<file path="config.mk">
export PLATFORM = sky130hd
export DESIGN_NAME = multi_signal_detect
export DESIGN_NICKNAME = d
export VERILOG_FILES = /design/src/rtl/signal_detect_pkg.sv /design/src/rtl/sd_channel.sv /design/src/rtl/multi_signal_detect.sv
export SDC_FILE = /design/constraint.sdc
export NUM_CORES = 1
export LEC_CHECK = 0
export CORE_MARGIN = 3
export CORE_UTILIZATION = 45
export CTS_CLUSTER_DIAMETER = 80
export DETAILED_ROUTE_END_ITERATION = 6
export PLACE_DENSITY_LB_ADDON = 0.2
export RECOVER_POWER = 25
export SLEW_MARGIN = 20
export SYNTH_ARGS = -nofsm -noshare
export SYNTH_HDL_FRONTEND = slang
export SYNTH_SLANG_ARGS = --single-unit
</file>
<file path="constraint.sdc">
create_clock -name clk -period 6.5 [get_ports clk]
set_input_delay 1.3 -clock clk [delete_from_list [all_inputs] [get_ports clk]]
set_output_delay 1.3 -clock clk [all_outputs]
set_load 0.02 [all_outputs]
</file>
<file path="src/rtl/signal_detect_pkg.sv">
// Shared encodings for the multi-channel signal presence detector.
//   sd_state_e  : per-channel presence FSM state
//   edge_mode_e : edge_mode input encoding (11 behaves as rising)
//   state_is_present() : presence decode from the FSM state
package signal_detect_pkg;

  typedef enum logic [1:0] {
    StNoSignal   = 2'd0,
    StAcquire    = 2'd1,
    StHaveSignal = 2'd2,
    StLosing     = 2'd3
  } sd_state_e;

  typedef enum logic [1:0] {
    EdgeRise    = 2'b00,
    EdgeFall    = 2'b01,
    EdgeBoth    = 2'b10,
    EdgeRiseAlt = 2'b11
  } edge_mode_e;

  // LOSING still reports presence: loss is only declared once the run completes.
  function automatic logic state_is_present(sd_state_e s);
    return (s == StHaveSignal) || (s == StLosing);
  endfunction

endpackage

</file>
<file path="src/rtl/sd_channel.sv">
// One detector channel: synchroniser, edge detect, saturating window
// accumulator, presence FSM with run counter.
//   clk_i, rst_ni   : clock, asynchronous active-low reset
//   enable_i        : 0 clears accumulator/run counter and forces StNoSignal
//   win_end_i       : terminal cycle of the shared measurement window
//   edge_mode_i     : edge select (see edge_mode_e)
//   signal_i        : asynchronous input pin
//   edge_count_o    : count of the last completed window
//   signal_exist_o  : presence flag, decoded from the state flops
//   state_change_o  : one-cycle pulse in the cycle signal_exist_o changes
module sd_channel
  import signal_detect_pkg::*;
#(
  parameter int unsigned CntWidth     = 16,
  parameter int unsigned OnThreshold  = 26,
  parameter int unsigned OffThreshold = 20,
  parameter int unsigned LockWindows  = 2,
  parameter int unsigned LossWindows  = 2
) (
  input  logic                clk_i,
  input  logic                rst_ni,
  input  logic                enable_i,
  input  logic                win_end_i,
  input  logic [1:0]          edge_mode_i,
  input  logic                signal_i,
  output logic [CntWidth-1:0] edge_count_o,
  output logic                signal_exist_o,
  output logic                state_change_o
);

  localparam int unsigned MaxRun = (LockWindows > LossWindows) ? LockWindows : LossWindows;
  localparam int unsigned RunW   = $clog2(MaxRun + 1);
  localparam logic [RunW-1:0] LockRun = RunW'(LockWindows);
  localparam logic [RunW-1:0] LossRun = RunW'(LossWindows);

  logic                sync1_q, sync2_q, hist_q;
  logic                rise, fall, edge_hit;
  logic [CntWidth-1:0] acc_q, acc_next, count_q;
  logic                meets_on, meets_off;
  sd_state_e           state_q;
  logic [RunW-1:0]     run_q;
  logic                exist_dly_q;

  // Two-flop synchroniser plus one history stage for edge detection.
  always_ff @(posedge clk_i or negedge rst_ni) begin
    if (!rst_ni) begin
      sync1_q <= 1'b0;
      sync2_q <= 1'b0;
      hist_q  <= 1'b0;
    end else begin
      sync1_q <= signal_i;
      sync2_q <= sync1_q;
      hist_q  <= sync2_q;
    end
  end

  always_comb begin
    rise     = sync2_q & ~hist_q;
    fall     = ~sync2_q & hist_q;
    edge_hit = rise;
    case (edge_mode_i)
      EdgeFall: edge_hit = fall;
      EdgeBoth: edge_hit = rise | fall;
      default:  edge_hit = rise;
    endcase
  end

  // Saturating increment; also the value latched at window end, so an edge
  // in the terminal cycle still belongs to the closing window.
  assign acc_next  = (edge_hit && !(&acc_q)) ? acc_q + 1'b1 : acc_q;
  // Compare at 32 bits so thresholds above the counter range never truncate.
  assign meets_on  = 32'(acc_next) >= OnThreshold;
  assign meets_off = 32'(acc_next) >= OffThreshold;

  always_ff @(posedge clk_i or negedge rst_ni) begin
    if (!rst_ni) begin
      acc_q   <= '0;
      count_q <= '0;
    end else if (!enable_i) begin
      acc_q   <= '0;
    end else if (win_end_i) begin
      count_q <= acc_next;
      acc_q   <= '0;
    end else begin
      acc_q   <= acc_next;
    end
  end

  always_ff @(posedge clk_i or negedge rst_ni) begin
    if (!rst_ni) begin
      state_q <= StNoSignal;
      run_q   <= '0;
    end else if (!enable_i) begin
      state_q <= StNoSignal;
      run_q   <= '0;
    end else if (win_end_i) begin
      case (state_q)
        StNoSignal: begin
          if (meets_on) begin
            if (LockWindows == 1) begin
              state_q <= StHaveSignal;
            end else begin
              state_q <= StAcquire;
              run_q   <= RunW'(1);
            end
          end
        end
        StAcquire: begin
          if (!meets_on) begin
            state_q <= StNoSignal;
            run_q   <= '0;
          end else if (run_q + 1'b1 == LockRun) begin
            state_q <= StHaveSignal;
            run_q   <= '0;
          end else begin
            run_q   <= run_q + 1'b1;
          end
        end
        StHaveSignal: begin
          if (!meets_off) begin
            if (LossWindows == 1) begin
              state_q <= StNoSignal;
            end else begin
              state_q <= StLosing;
              run_q   <= RunW'(1);
            end
          end
        end
        StLosing: begin
          if (meets_off) begin
            state_q <= StHaveSignal;
            run_q   <= '0;
          end else if (run_q + 1'b1 == LossRun) begin
            state_q <= StNoSignal;
            run_q   <= '0;
          end else begin
            run_q   <= run_q + 1'b1;
          end
        end
        default: begin
          state_q <= StNoSignal;
          run_q   <= '0;
        end
      endcase
    end
  end

  // Delayed copy of the presence flag; the XOR pulses exactly in the cycle
  // the flag differs from its previous value.
  always_ff @(posedge clk_i or negedge rst_ni) begin
    if (!rst_ni) begin
      exist_dly_q <= 1'b0;
    end else begin
      exist_dly_q <= signal_exist_o;
    end
  end

  assign signal_exist_o = state_is_present(state_q);
  assign state_change_o = signal_exist_o ^ exist_dly_q;
  assign edge_count_o   = count_q;

endmodule

</file>
<file path="src/rtl/multi_signal_detect.sv">
// Multi-channel signal presence detector: counts selected edges per channel
// over a shared fixed-length window and tracks presence with hysteresis.
//   clk, rst      : clock, asynchronous active-low reset
//   enable        : run (1) / clear and hold (0)
//   edge_mode     : 00 rising, 01 falling, 10 both, 11 rising
//   signal_in     : asynchronous channel inputs
//   signal_exist  : per-channel presence flag
//   edge_count    : last completed window count, channel n at [n*CNT_WIDTH +: CNT_WIDTH]
//   count_valid   : one-cycle pulse when edge_count updates
//   state_change  : per-channel pulse when signal_exist toggles
module multi_signal_detect
  import signal_detect_pkg::*;
#(
  parameter int unsigned CHANNELS      = 4,
  parameter int unsigned WINDOW_CNT    = 200,
  parameter int unsigned CNT_WIDTH     = 16,
  parameter int unsigned ON_THRESHOLD  = 26,
  parameter int unsigned OFF_THRESHOLD = 20,
  parameter int unsigned LOCK_WINDOWS  = 2,
  parameter int unsigned LOSS_WINDOWS  = 2
) (
  input  logic                          clk,
  input  logic                          rst,
  input  logic                          enable,
  input  logic [1:0]                    edge_mode,
  input  logic [CHANNELS-1:0]           signal_in,
  output logic [CHANNELS-1:0]           signal_exist,
  output logic [CHANNELS*CNT_WIDTH-1:0] edge_count,
  output logic                          count_valid,
  output logic [CHANNELS-1:0]           state_change
);

  localparam int unsigned WinW = $clog2(WINDOW_CNT);
  localparam logic [WinW-1:0] WinLast = WinW'(WINDOW_CNT - 1);

  logic [WinW-1:0] win_cnt_q, win_cnt_d;
  logic            win_end;
  logic            count_valid_q;

  assign win_end = enable && (win_cnt_q == WinLast);

  always_comb begin
    win_cnt_d = win_cnt_q + 1'b1;
    if (!enable || win_end) begin
      win_cnt_d = '0;
    end
  end

  always_ff @(posedge clk or negedge rst) begin
    if (!rst) begin
      win_cnt_q     <= '0;
      count_valid_q <= 1'b0;
    end else begin
      win_cnt_q     <= win_cnt_d;
      count_valid_q <= win_end;
    end
  end

  assign count_valid = count_valid_q;

  for (genvar n = 0; n < CHANNELS; n++) begin : g_ch
    sd_channel #(
      .CntWidth    (CNT_WIDTH),
      .OnThreshold (ON_THRESHOLD),
      .OffThreshold(OFF_THRESHOLD),
      .LockWindows (LOCK_WINDOWS),
      .LossWindows (LOSS_WINDOWS)
    ) u_ch (
      .clk_i         (clk),
      .rst_ni        (rst),
      .enable_i      (enable),
      .win_end_i     (win_end),
      .edge_mode_i   (edge_mode),
      .signal_i      (signal_in[n]),
      .edge_count_o  (edge_count[n*CNT_WIDTH +: CNT_WIDTH]),
      .signal_exist_o(signal_exist[n]),
      .state_change_o(state_change[n])
    );
  end

endmodule

</file>
## After elaboration in Yosys (flattened, before gate mapping)

Index checks and enable logic that the tools add are counted.

| cells by class | value |
|---|---|
| reduce and logical (&&, ||, !) cells | 32 |
| add/subtract/negate cells | 9 |
| order comparisons | 8 |
| equal/unequal tests | 36 |
| mux-type cells | 81 |
| bitwise gates (word level) | 24 |

Operators by type and width:

| kind | count |
|---|---|
| 16-bit two-way mux | 12 |
| 16-bit by 5-bit greater-or-equal comparator with 1-bit output, second input constant | 8 |
| 2-bit two-way mux | 56 |
| 16-bit by 1-bit adder with 16-bit output, second input constant | 4 |
| 2-bit one-hot mux with 4 select lines | 8 |
| 16-bit AND reduction | 4 |
| 2-bit == test, second input constant | 13 |
| 5-bit AND reduction | 4 |
| 4-bit by 2-bit != test with 1-bit output, second input constant | 4 |
| 4-bit != test, second input constant | 4 |
| 3-bit by 2-bit != test with 1-bit output, second input constant | 4 |
| 3-bit != test, second input constant | 4 |
| 3-bit AND reduction | 4 |
| 2-bit by 1-bit == test with 1-bit output, second input constant | 5 |
| 2-bit by 1-bit adder with 2-bit output, second input constant | 4 |
| 8-bit by 1-bit adder with 8-bit output, second input constant | 1 |
| 1-bit AND | 8 |
| 8-bit == test, second input constant | 1 |
| 2-bit zero test | 4 |
| 8-bit two-way mux | 1 |
| 1-bit NOT | 8 |
| 1-bit one-hot mux with 2 select lines | 4 |
| 1-bit logical AND | 5 |
| 1-bit zero test | 5 |
| 5 further kinds | 15 |

| storage, ports and cells | value |
|---|---|
| bits in registers | 169 |
| input bits | 9 |
| output and inout bits | 73 |

## Logic depth before layout (Yosys ltp)

| depth | value |
|---|---|
| word-level depth | 11 |
| depth in mapped cells | 13 |

## Hierarchy

From an unflattened synthesis, not the netlist that was laid out.

| unflattened totals | value |
|---|---|
| cells, all modules | 978 |
| area total of the unflattened synthesis | 9195.1 um2 |

Modules (own cells, without submodules):

| module | times used | area an instance (um2) | sequential area each (um2) | cells an instance |
|---|---|---|---|---|
| sd_channel at g_ch[0].u_ch ... | 2 | 2264.7 | 1001.0 | 243 |
| sd_channel at g_ch[2].u_ch | 1 | 2154.6 | 1001.0 | 237 |
| sd_channel at g_ch[3].u_ch | 1 | 2078.2 | 1001.0 | 215 |
| multi_signal_detect | 1 | 432.9 | 225.2 | 40 |

## Least setup slack after synthesis

Ideal clock, no wire load.

| path | value |
|---|---|
| kind | input-to-reg |
| from | input edge_mode[0] |
| to | register g_ch[0].u_ch.state_q[1] |
| buffers on the path | 1 |
| arrival time | 3898 ps |
| cell stages on the path | 12 |
| path slack | 2515 ps |
| data required time | 6413 ps |
| cells stage by stage | inv_1 ha_1 nand2b_1 o31ai_2 buf_4 nor4_1 mux2i_1 o2111ai_2 nor4b_2 o2bb2ai_2 or4_1 o211ai_1 |

| between the ends | value |
|---|---|
| longest elaborated chain between the ends | 9 |
| elaborated cells between the ends (all ways) | 17 |
| classes of those cells | 2 x order compare; 6 x eq/ne; 7 x mux; 2 x reduce/logical |

Ends and longest elaborated chain:

| what | line | text |
|---|---|---|
| from (decl) | multi_signal_detect.sv:25 | `input logic [1:0] edge_mode,` |
| 2-bit == test / 2-bit by 1-bit == test with 1-bit output (equally long branches) | sd_channel.sv:61 | `case (edge_mode_i)` |
| 1-bit one-hot mux with 2 select lines (*) | sd_channel.sv:61 |  |
| 1-bit logical AND (*) | sd_channel.sv:70 | `assign acc_next = (edge_hit && !(&acc_q)) ? acc_q + 1'b1 : acc_q;` |
| 16-bit two-way mux (*) | sd_channel.sv:70 |  |
| 16-bit by 5-bit greater-or-equal comparator with 1-bit output, on equally long branches | sd_channel.sv:73, sd_channel.sv:72 |  |
| 2-bit two-way mux, on equally long branches | sd_channel.sv:130, sd_channel.sv:109 |  |
| 2-bit one-hot mux with 4 select lines | sd_channel.sv:97 | `case (state_q)` |
| 2-bit two-way mux | sd_channel.sv:96 | `end else if (win_end_i) begin` |
| 2-bit two-way mux | sd_channel.sv:93 | `end else if (!enable_i) begin` |
| to (signal assigned) | sd_channel.sv:94 | `state_q <= StNoSignal;` |
| to (signal assigned) | sd_channel.sv:101 | `state_q <= StHaveSignal;` |
| to (signal assigned) | sd_channel.sv:131 | `state_q <= StHaveSignal;` |
| to (decl) | sd_channel.sv:40 | `sd_state_e state_q;` |

Every way passes the cells marked *; elsewhere a longest branch is shown, timed or not. The select of a mux whose other input is x is not followed.
A chain may end at the register's enable or synchronous reset.

## Final worst setup path

| path | value |
|---|---|
| from | input edge_mode[0] |
| to | register g_ch[3].u_ch.run_q[1] |

| between the ends | value |
|---|---|
| longest elaborated chain between the ends | 9 |
| elaborated cells between the ends (all ways) | 15 |
| classes of those cells | 2 x order compare; 4 x eq/ne; 7 x mux; 2 x reduce/logical |

Ends and longest elaborated chain:

| what | line | text |
|---|---|---|
| 2-bit == test / 2-bit by 1-bit == test with 1-bit output (equally long branches) | sd_channel.sv:61 |  |
| 1-bit one-hot mux with 2 select lines (*) | sd_channel.sv:61 |  |
| 1-bit logical AND (*) | sd_channel.sv:70 |  |
| 16-bit two-way mux (*) | sd_channel.sv:70 |  |
| 16-bit by 5-bit greater-or-equal comparator with 1-bit output, on equally long branches | sd_channel.sv:73, sd_channel.sv:72 |  |
| 2-bit two-way mux, on equally long branches | sd_channel.sv:130, sd_channel.sv:109 |  |
| 2-bit one-hot mux with 4 select lines | sd_channel.sv:97 |  |
| 2-bit two-way mux | sd_channel.sv:96 |  |
| 2-bit two-way mux | sd_channel.sv:93 |  |
| to (signal assigned) | sd_channel.sv:104 | `run_q <= RunW'(1);` |
| to (signal assigned) | sd_channel.sv:125 | `run_q <= RunW'(1);` |
| to (signal assigned) | sd_channel.sv:137 | `run_q <= run_q + 1'b1;` |
| to (decl) | sd_channel.sv:41 | `logic [RunW-1:0] run_q;` |

Marked as above.

==> impl_metrics.csv <==
group,metric,value,unit
clocking,worstSkewPairLatency,0.43,ns
sta,clock.fmax,212,MHz
synthesis,synth_seq_cells,169,
global_route,gr-usage-all-layers,0.187,
cells_and_area,fin_cells,1308,
global_route,grt_max_degree,77,
cells_and_area,final_nets,1055,
sta,fin_crit_sh,0.727,
cells_and_area,multi_input_area,0.00457,mm2
power_and_ir_drop,power_density,205,mW/mm2
route,drt_iter0_drc,651,
route,totalWireLength,19800,um
synthesis,async_flop_share,1.00,
placed_design,dp_hpwl,13500,um
die,core_area,0.0198,mm2
synthesis,synth_cells,1000,
placed_design,dp.cells,1277,
job,cap_violations,1,
global_route,grt_overflow,0,
die,die_area,0.0223,mm2
setup_path,critical_path_required,6.82,ns
setup_path,cp.arrival,5.04,ns
synthesis,synth_nets,1024,
cells_and_area,synthToLayoutAreaGrowth,15.1,%
outcome,violations,"capacitance limit, slew limit",
clocking,postCtsSetupBuffers,0,
cells_and_area,nFillCells,1834,
die,ios,82,
global_route,grt_first_pass_wirelength,34400,um
clocking,htree_levels,4,
setup_path,cp-end-kind,"flip-flop",
placed_design,gp_congestion,0.884,
synthesis,synth_edf_count,0,
synthesis,ys_seq_area_frac,0.458,
worst_hold_path,worstHoldPathType,"flip-flop to flip-flop",
synthesis,synth.distinct_cells,93,
sta,slew_viol_final,42,
cells_and_area,drive_above_1_share,0.0701,
sta,period_minus_slack,4.73,ns
route,via_count,7297,
route,postRouteAntennaNets,0,
die,die_x,149,um
clocking,cts_sinks,169,
clocking,ctsHoldBuffers,0,
clocking,path_clk_slew,0.06,ns
synthesis,synth_top_flop_cell,"dfrtp_1",
clocking,cts_buffers,17,
sta,rsz0062_at_grt,"false",
cells_and_area,final_util,0.537,
route,drc_errors,0,
placed_design,place.port_buffers,81,
route,wl_per_cell,15.1,um
power_and_ir_drop,leakagePower,0.00431,uW
route,vias_per_cell,5.58,
die,rows,51,
sta,finalSetupTns,0,ns
synthesis,syn_area_per_cell,9.23,um2
outcome,status,"finished with violations",
sta,hold_violations,0,
sta,fin_worst_skew,0.00661,ns
synthesis,synth_area,0.00923,mm2
clocking,cts_tree,"done",
setup_path,worstSetupStartpointType,"input port",
sta,worst_pin_slew,2.14,ns
power_and_ir_drop,ir_worst_vdd,0.000180,V
die,die_h,149,um
clocking,clk_path_buf_depth,2,
route,dr.pass1.iters,5,
setup_path,worst-path-max-fanout,16,
setup_path,path_class,"input port to flip-flop",
global_route,antenna_found_initial,1,
clocking,cts_resized,0,
cells_and_area,seqCellArea,0.00423,mm2
clocking,clock-root-buffer,"clkbuf_16",
sta,timing.slew.headroom,-0.425,
synthesis,yosys_warnings,0,
global_route,grt_pass1_vias,6918,
sta,setup_viol,0,
die,initial_core_util,0.467,
[cell type report]
class	instances	share of cell area
repair buffers	86	0.0789
well taps	265	0.0312
multi-input cells	734	0.430
diodes	1	0.000236
inverters	23	0.00813
clock buffers	23	0.0469
flip-flops and latches	169	0.398
clock inverters	7	0.00624
[cells by family (layout without fill, tap and decap cells)]
group           count (synthesis)  count (layout)  synth area share
fa+ha+maj                      15              15            0.0203
mux                            13              13            0.0142
buf+inv                        97             139            0.0489
xor+xnor                       63              63            0.0606
simple gates                  438             438             0.243
compound gates                205             205             0.154
other cells                     0               1                 0
flops                         169             169             0.458
[registers in the layout, summed over array words and instances, names as in the netlist, 4 cells and up]
signal                  count
g_ch.u_ch.hist_q            4
g_ch.u_ch.sync2_q           4
g_ch.u_ch.sync1_q           4
g_ch.u_ch.exist_dly_q       4
g_ch.u_ch.acc_q            64
g_ch.u_ch.edge_count_o     64
g_ch.u_ch.state_q           8
g_ch.u_ch.run_q             8
win_cnt_q                   8
[metal layers]
metal	track usage	wire length [um]	share of wire	vias to the layer above
li1	-	-	-	3612
met1	0.273	9690	0.49	3464
met2	0.280	8910	0.45	194
met3	0.0349	867	0.044	27
met4	0.0650	311	0.016	0
met5	0	0	0	-
[worst max-delay path, stage by stage]
cell             delay [ns]
clkdlybuf4s50_1        0.51
inv_1                  0.06
ha_1                   0.51
o31ai_1                0.92
nor2_1                 0.24
a2111oi_0              0.54
a311oi_1               0.14
and3_1                 0.24
o22ai_2                0.23
nor2_1                 0.07
o311a_1                0.28
[stage by stage]
stage          total power (uW)  area [um2]  worst slack, ns  hold WS (ns)
6_report                   2180       10600             1.77         0.347
5_1_grt                    2260       10600             1.50         0.362
4_1_cts                    2200       10600             1.82         0.350
3_5_place_dp               1230       10100             1.37         0.336
3_3_place_gp               1220       10100             1.47         0.336
2_1_floorplan              1180        9230             2.51         0.331
[power by group]
group          switching [uW]  internal (uW)  total [uW]
Clock                     402            572         974
Combinational            85.2           38.3         123
Sequential               15.2           1070        1080
Total                     502           1680        2180
[path summary, 6_finish.rpt]
check,startpoint,to,slack (ns),cells after the start
worst max-delay path,edge_mode[0],g_ch[3].u_ch.run_q[1],1.77,11
worst min-delay path,g_ch[3].u_ch.sync1_q,g_ch[3].u_ch.sync2_q,0.35,0
worst max register to register,g_ch[2].u_ch.acc_q[1],g_ch[2].u_ch.run_q[1],3.00,10
worst min register to register,g_ch[3].u_ch.sync1_q,g_ch[3].u_ch.sync2_q,0.35,0
max in group asynchronous,rst,g_ch[2].u_ch.acc_q[15],3.11,2
min in group asynchronous,rst,g_ch[1].u_ch.edge_count_o[15],1.49,1
[cells in the final DEF, fill, tap and decap left out, drive strengths merged, types with 12 or more instances in the layout]
master,instances
nand2,112
nor4,18
nand4,21
xor2,24
and2,17
inv,24
nor3,27
dfrtp,169
nor2,122
o21ai,79
a21oi,16
ha,15
o211ai,13
clkdlybuf4s50,75
clkbuf,25
nand3,35
o31ai,14
nor2b,12
xnor2,39
mux2i,12
[synthesized netlist by cell type (11+ instances only)]
cell | count | area share
a21oi_1 | 16 | 0.0087
and2_1 | 16 | 0.011
buf_4 | 11 | 0.0089
clkbuf_1 | 42 | 0.017
dfrtp_1 | 169 | 0.46
ha_1 | 15 | 0.020
inv_1 | 23 | 0.0094
mux2i_1 | 12 | 0.013
nand2_1 | 112 | 0.046
nand3_1 | 35 | 0.019
nand4_1 | 21 | 0.014
nor2_1 | 122 | 0.050
nor2b_1 | 12 | 0.0081
nor3_1 | 25 | 0.014
nor4_1 | 15 | 0.010
o211ai_1 | 13 | 0.011
o21ai_0 | 77 | 0.042
o31ai_1 | 12 | 0.0098
xnor2_1 | 39 | 0.037
xor2_1 | 23 | 0.022
No activity file was read; power rests on OpenSTA's default activity.
